`config.mk`:
```
export PLATFORM = sky130hd
export DESIGN_NAME = fifo_umbral
export DESIGN_NICKNAME = d
export VERILOG_FILES = /design/src/rtl/fifo_umbral.sv
export SDC_FILE = /design/constraint.sdc
export NUM_CORES = 1
export LEC_CHECK = 0
export BUFFER_PORTS_ARGS = -buffer_cell sky130_fd_sc_hd__buf_2
export CAP_MARGIN = 20
export CORE_UTILIZATION = 58
export DETAILED_ROUTE_END_ITERATION = 10
export PLACE_DENSITY = 0.79
export SYNTH_ARGS = -nofsm -noshare
export SYNTH_HDL_FRONTEND = slang
export SYNTH_SLANG_ARGS = --single-unit
```
`constraint.sdc`:
```
create_clock -name clk -period 3.6 [get_ports clk]
set_input_delay 0.36 -clock clk [delete_from_list [all_inputs] [get_ports clk]]
set_output_delay 0.36 -clock clk [all_outputs]
set_load 0.05 [all_outputs]
```
`src/rtl/fifo_umbral.sv`:
```
// fifo_umbral: single-clock FIFO with programmable almost-empty/almost-full thresholds and sticky error
module fifo_umbral #(
  parameter int DATA_WIDTH = 6,
  parameter int ADDR_WIDTH = 3
) (
  input  logic                  clk,
  input  logic                  reset,
  input  logic                  init,
  input  logic [ADDR_WIDTH-1:0] umbral_alto,
  input  logic [ADDR_WIDTH-1:0] umbral_bajo,
  input  logic                  push,
  input  logic [DATA_WIDTH-1:0] data_in,
  input  logic                  pop,
  output logic [DATA_WIDTH-1:0] data_out,
  output logic                  valid_out,
  output logic [ADDR_WIDTH:0]   count,
  output logic                  empty,
  output logic                  full,
  output logic                  almost_empty,
  output logic                  almost_full,
  output logic                  error
);
  localparam int DEPTH = 2**ADDR_WIDTH;
  logic [DATA_WIDTH-1:0] mem [DEPTH];
  logic [ADDR_WIDTH-1:0] wr_ptr, rd_ptr, alto, bajo, alto_n, bajo_n;
  logic [ADDR_WIDTH:0]   count_n;
  logic                  push_ok, pop_ok;
  // flags are registered from next-state count/thresholds so they track count with no lag
  always_comb begin
    pop_ok  = pop && !empty;
    push_ok = push && (!full || pop_ok);
    count_n = count + {{ADDR_WIDTH{1'b0}}, push_ok} - {{ADDR_WIDTH{1'b0}}, pop_ok};
    alto_n  = init ? umbral_alto : alto;
    bajo_n  = init ? umbral_bajo : bajo;
  end
  always_ff @(posedge clk)
    if (push_ok) mem[wr_ptr] <= data_in;
  always_ff @(posedge clk) begin
    if (reset) begin
      wr_ptr       <= '0;
      rd_ptr       <= '0;
      count        <= '0;
      data_out     <= '0;
      valid_out    <= 1'b0;
      error        <= 1'b0;
      alto         <= ADDR_WIDTH'(7);
      bajo         <= ADDR_WIDTH'(1);
      empty        <= 1'b1;
      almost_empty <= 1'b1;
      full         <= 1'b0;
      almost_full  <= 1'b0;
    end else begin
      wr_ptr       <= wr_ptr + {{(ADDR_WIDTH-1){1'b0}}, push_ok};
      rd_ptr       <= rd_ptr + {{(ADDR_WIDTH-1){1'b0}}, pop_ok};
      count        <= count_n;
      valid_out    <= pop_ok;
      if (pop_ok) data_out <= mem[rd_ptr];
      error        <= error | (push && !push_ok) | (pop && !pop_ok);
      alto         <= alto_n;
      bajo         <= bajo_n;
      empty        <= count_n == '0;
      full         <= count_n == (ADDR_WIDTH+1)'(DEPTH);
      almost_empty <= count_n <= {1'b0, bajo_n};
      almost_full  <= count_n >= {1'b0, alto_n};
    end
  end
endmodule

```
### Word level (Yosys, flattened, before mapping)

Memory sizes are Yosys's and may differ from the RTL's. A register that Yosys moved wholly into a read port is not among the register bits.
Index checks and enable logic that the tools add are counted.

| operators by class | value |
|---|---|
| add/sub/neg operators | 4 |
| order comparisons | 2 |
| equal/unequal tests | 1 |
| muxes and demuxes | 4 |
| bitwise logic cells | 2 |
| reductions and logical operators | 10 |

Operator list:

| cell | count |
|---|---|
| 3-bit by 1-bit adder with 3-bit output | 2 |
| 3-bit 2-to-1 mux | 2 |
| 4-bit by 1-bit adder with 4-bit output | 1 |
| 4-bit == test, second input constant | 1 |
| 4-bit by 3-bit greater-or-equal comparator with 1-bit output | 1 |
| 4-bit by 3-bit less-or-equal comparator with 1-bit output | 1 |
| 1-bit logical AND | 4 |
| 1-bit logical NOT | 4 |
| 4-bit logical NOT | 1 |
| 4-bit by 1-bit subtractor with 4-bit output | 1 |
| 1-bit 2-to-1 mux | 2 |
| 1-bit OR | 2 |
| 1-bit logical OR | 1 |

| storage, ports and cells | value |
|---|---|
| flip-flop bits (word level) | 22 |
| bits in writable memories | 48 |
| input bits | 17 |
| output and inout bits | 16 |
| logic and storage cells | 35 |
| memories | 1 |

Memory list:

| memory | depth | width | rd ports | clocked after Yosys merged registers in | write ports | RTL line | RTL |
|---|---|---|---|---|---|---|---|
| mem | 8 | 6 | 1 | 1 | 1 | 24 | `logic [DATA_WIDTH-1:0] mem [DEPTH];` |

### Logic depth before layout (Yosys ltp)

| logic depth | value |
|---|---|
| depth in word-level cells | 8 |
| gate-level depth with buffers | 15 |
| mapped depth without buffers | 14 |

### Least setup slack after synthesis

Ideal clock, no wire load.

| timing path | value |
|---|---|
| path type | register to register |
| start | reg empty |
| end | reg almost_empty |
| library setup time | 58 ps |
| arrival time | 3019 ps |
| required time | 3542 ps |
| setup slack | 523 ps |
| cell stages (with the launch flop) | 15 |
| path buffers | 1 |
| period minus slack after synthesis | 3077 ps |
| cells stage by stage | dfxtp_1 -> nand2b_1 -> buf_2 -> clkinv_1 -> ha_1 -> inv_1 -> ha_1 -> inv_1 -> fa_1 -> inv_1 -> ha_1 -> nor2b_1 -> o21a_1 -> o21ai_0 -> a21o_1 |

| on the way | value |
|---|---|
| longest elaborated chain between the ends | 7 |

Ends and longest elaborated chain:

| item | RTL line | RTL |
|---|---|---|
| start, declared | 17 | `output logic empty,` |
| start signal, assigned | 48 | `empty <= 1'b1;` |
| start signal, assigned | 61 | `empty <= count_n == '0;` |
| 1-bit logical NOT (*) | 30 | `pop_ok = pop && !empty;` |
| 1-bit logical AND (*) | 30 |  |
| net pop_ok | 27 | `logic push_ok, pop_ok;` |
| 1-bit logical OR | 31 | `push_ok = push && (!full \|\| pop_ok);` |
| 1-bit logical AND | 31 |  |
| 4-bit by 1-bit adder with 4-bit output | 32 | `count_n = count + {{ADDR_WIDTH{1'b0}}, push_ok} - {{ADDR_WIDTH{1'b0}}, pop_ok};` |
| 4-bit by 1-bit subtractor with 4-bit output (*) | 32 |  |
| net count_n[1] | 26 | `logic [ADDR_WIDTH:0] count_n;` |
| 4-bit by 3-bit less-or-equal comparator with 1-bit output (*) | 63 | `almost_empty <= count_n <= {1'b0, bajo_n};` |
| end signal, assigned | 63 |  |
| end, declared | 19 | `output logic almost_empty,` |

The timed path passes the listed nets; every way through them passes the cells marked *.
A chain may end at the register's enable or synchronous reset.

### Worst setup path in the final report

| timing path | value |
|---|---|
| start | reg empty |
| end | reg almost_empty |

| on the way | value |
|---|---|
| longest elaborated chain between the ends | 7 |

Ends and longest elaborated chain:

| item | RTL line |
|---|---|
| 1-bit logical NOT (*) | 30 |
| 1-bit logical AND (*) | 30 |
| 1-bit logical OR | 31 |
| 1-bit logical AND | 31 |
| 4-bit by 1-bit adder with 4-bit output | 32 |
| 4-bit by 1-bit subtractor with 4-bit output (*) | 32 |
| net count_n[1] | 26 |
| 4-bit by 3-bit less-or-equal comparator with 1-bit output (*) | 63 |

Marks and branches as above.

==> impl_metrics.csv <==
group,metric,value,unit
global_route,grt_pass1_wl,8.38,mm
logic_synthesis,ys_warn_count,0,
routing,ant_nets,0,
timing,finalHoldViolations,0,
clock_network,cts_buffers,9,
routing,drt_iter0_drc,105,
logic_synthesis,syn_area_per_cell,13.8,um^2
finish,syn2layout_area_growth,13.6,%
logic_synthesis,ys_seq_area_share,63.4,%
global_route,grt_max_degree,29,
timing,hold_ws,265,ps
finish,post_route_cells_drive_above_1_share,24.5,%
timing,fin_skew,14.5,ps
timing,setup_slack,654,ps
timing,fin_crit,2950,ps
place,hpwlAfterDp,3.71,mm
logic_synthesis,ys_types,34,
global_route,antenna_found_initial,0,
place,placed_cells_incl_taps,326,
hold_path,min_path_type,"input pin to flip-flop",
finish,fillCellCount,355,
setup_path,endpoint_kind,"flip-flop",
routing,num_vias,1829,
clock_network,cts_hold_buf,0,
place,dpl_worst_slack,554,ps
die,die_area,5740,um^2
logic_synthesis,synth_area_leader_cell,"edfxtp_1",
global_route,grt_overflow_total,0,
setup_path,worst-setup-path-type,"flip-flop to flip-flop",
global_route,grt_usage,21.9,%
pwr,power.leakage,1.39,nW
die,die_h,75.8,um
clock_network,post-cts-setup-buffer-count,0,
timing,min_period_over_period,81.8,%
logic_synthesis,syn_area,3160,um^2
place,portBuffers,32,
timing,setup-violations-final,0,
logic_synthesis,postSynthCellCount,229,
pwr,power_density,776,nW/um^2
finish,postLayoutCoreUtil,69.4,%
routing,viasPerCell,5.32,
routing,drc,0,
setup_path,crit_path_start_kind,"flip-flop",
setup_path,worstPathArrival,3240,ps
logic_synthesis,synthTopCellsByArea,"edfxtp_1, dfxtp_1, mux2i_1, ha_1, a22oi_1",
timing,finalSetupTns,0,ps
logic_synthesis,ys_ff_latch,76,
finish,register_area,2000,um^2
finish,antenna_cells,0,
setup_path,worst_ep_required_time,3890,ps
place,gp_congestion,0.760,
routing,drt_wl_total,5.53,mm
clock_network,cts.sinks,76,
clock_network,cts-root-buf,"clkbuf_8",
die,coreArea,5170,um^2
setup_path,reg2reg_slack,650,ps
finish,final_nets,301,
clock_network,clockBufferDepth,2,
timing,rsz0062_at_grt,"false",
die,num_io_pins,33,
run_status,outcome,"finished, final reports clean",
clock_network,cts_resized,0,
clock_network,htreeDepth,3,
timing,maxSlewViolCount,0,
die,initial_utilization,61.0,%
logic_synthesis,synth_top_area_share,45.7,%
clock_network,clkSlewWorstSetupHoldPaths,80,ps
die,rows,26,
setup_path,path_max_fanout,9,
pwr,ir_drop,0.000743,V
timing,tightest_slew,715,ps
routing,dr.pass1.iters,4,
timing,fmax,0.339,GHz
clock_network,tritoncts,"built",
global_route,first_global_vias,1698,
logic_synthesis,synth_nets,261,
flow_run,drv_cap,0,
die,die_w,75.8,um
routing,post_drt_wl_per_cell,16.1,um
timing,slew_headroom,52.2,%
finish,multiInputGateArea,1050,um^2
finish,stdcell_count,344,
clock_network,clk_latency,350,ps
[cells by family (layout without fill, tap and decap cells)]
logic type	count (synthesis)	count (layout)	synth area share [%]
flip-flops	76	76	63.4
AND/OR/NAND/NOR	56	56	9.87
multiplexers	30	30	9.59
AO/OA/AOI/OAI	28	28	5.91
buffers and inverters	18	63	3.37
adder cells (fa/ha/maj)	15	15	6.18
XOR/XNOR	6	6	1.66
[metal layers]
layer  vias to the layer above  global-route usage, %  share of wire, %
met1                       867                   26.4                44
met5                         -                      0                 0
met2                        39                   34.9                49
li1                        911                      -                 -
met3                        12                   8.99               4.1
met4                         0                   9.05               2.3
[power breakdown]
| part | switching, mW | total [mW] | internal, mW |
|---|---|---|---|
| clock | 0.310 | 0.675 | 0.365 |
| sequential | 0.0578 | 1.10 | 1.04 |
| combinational | 0.636 | 1.01 | 0.371 |
[through the flow]
stage               total power [mW]  cell area (um^2)
detailed placement              2.13              3360
CTS                             2.80              3580
global route                    2.95              3590
finish                          2.78              3590
floorplan                       1.93              3160
global placement                2.10              3360
[area by class of cell]
type / instances / share of cell area [%]
flip-flops and latches: 76 / 55.8
multi-input cells: 135 / 29.2
well taps: 70 / 2.44
inverters: 9 / 0.942
clock buffers: 10 / 4.15
repair buffers: 38 / 5.58
clock inverters: 6 / 1.85
[worst paths after layout]
check,start,end,cells after the start
min,umbral_alto[1],alto[1],3
max reg2reg,empty,almost_empty,14
max,empty,almost_empty,14
min reg2reg,error,error,2
[cell usage after synthesis]
library cell,count
edfxtp_1,48
dfxtp_1,28
mux2i_1,28
nor2_1,21
ha_1,14
a22oi_1,12
a21oi_1,9
inv_1,8
nor2b_1,8
nor3_2,7
nand2b_1,6
xnor2_1,5
a21o_1,4
nor3_1,4
buf_2,3
nand2_1,3
clkbuf_1,2
mux2_2,2
or2_2,2
a21oi_2,1
and2_1,1
buf_1,1
buf_12,1
buf_6,1
buf_8,1
clkinv_1,1
fa_1,1
nand2_2,1
nand3_1,1
nor3b_1,1
nor4_1,1
o21a_1,1
o21ai_0,1
xor2_1,1
[cell usage in the layout, fill, tap and decap left out]
cell type / netlist / routed
nor3_2: 7 / 7
a21o_1: 4 / 4
nor2b_1: 8 / 8
clkbuf_2: 0 / 1
inv_6: 0 / 1
a21oi_1: 9 / 9
nor4_1: 1 / 1
dfxtp_1: 28 / 28
nand2_1: 3 / 3
a21oi_2: 1 / 1
clkbuf_8: 0 / 9
ha_1: 14 / 14
xor2_1: 1 / 1
mux2i_1: 28 / 28
nor3_1: 4 / 4
bufinv_16: 0 / 1
nand2_2: 1 / 1
o21ai_0: 1 / 1
edfxtp_1: 48 / 48
fa_1: 1 / 1
xnor2_1: 5 / 5
or2_2: 2 / 2
o21a_1: 1 / 1
clkinv_1: 1 / 1
a22oi_1: 12 / 12
nand2b_1: 6 / 6
mux2_2: 2 / 2
inv_4: 0 / 2
nand3_1: 1 / 1
buf_4: 0 / 4
clkinvlp_4: 0 / 2
and2_1: 1 / 1
buf_2: 3 / 33
nor2_1: 21 / 21
inv_1: 8 / 8
clkbuf_16: 0 / 1
nor3b_1: 1 / 1
[registers in the layout, summed over array words and instances (netlist names)]
| name | cells |
|---|---|
| mem | 48 |
| data_out | 6 |
| count | 4 |
| alto | 3 |
| bajo | 3 |
| rd_ptr | 3 |
| wr_ptr | 3 |
| almost_empty | 1 |
| almost_full | 1 |
| empty | 1 |
| error | 1 |
| full | 1 |
| valid_out | 1 |
[critical path: stages, from the launching register on]
cell      delay, ps
dfxtp_1         330
nand2b_1        360
nand2_1         120
nand2_2         140
ha_1            240
inv_1            60
ha_1            160
inv_1            60
fa_1            500
inv_1            80
ha_1            280
nor2b_1         130
o21a_1          160
o21ai_0         140
a21o_1          130
No activity file was read; power rests on OpenSTA's default activity.
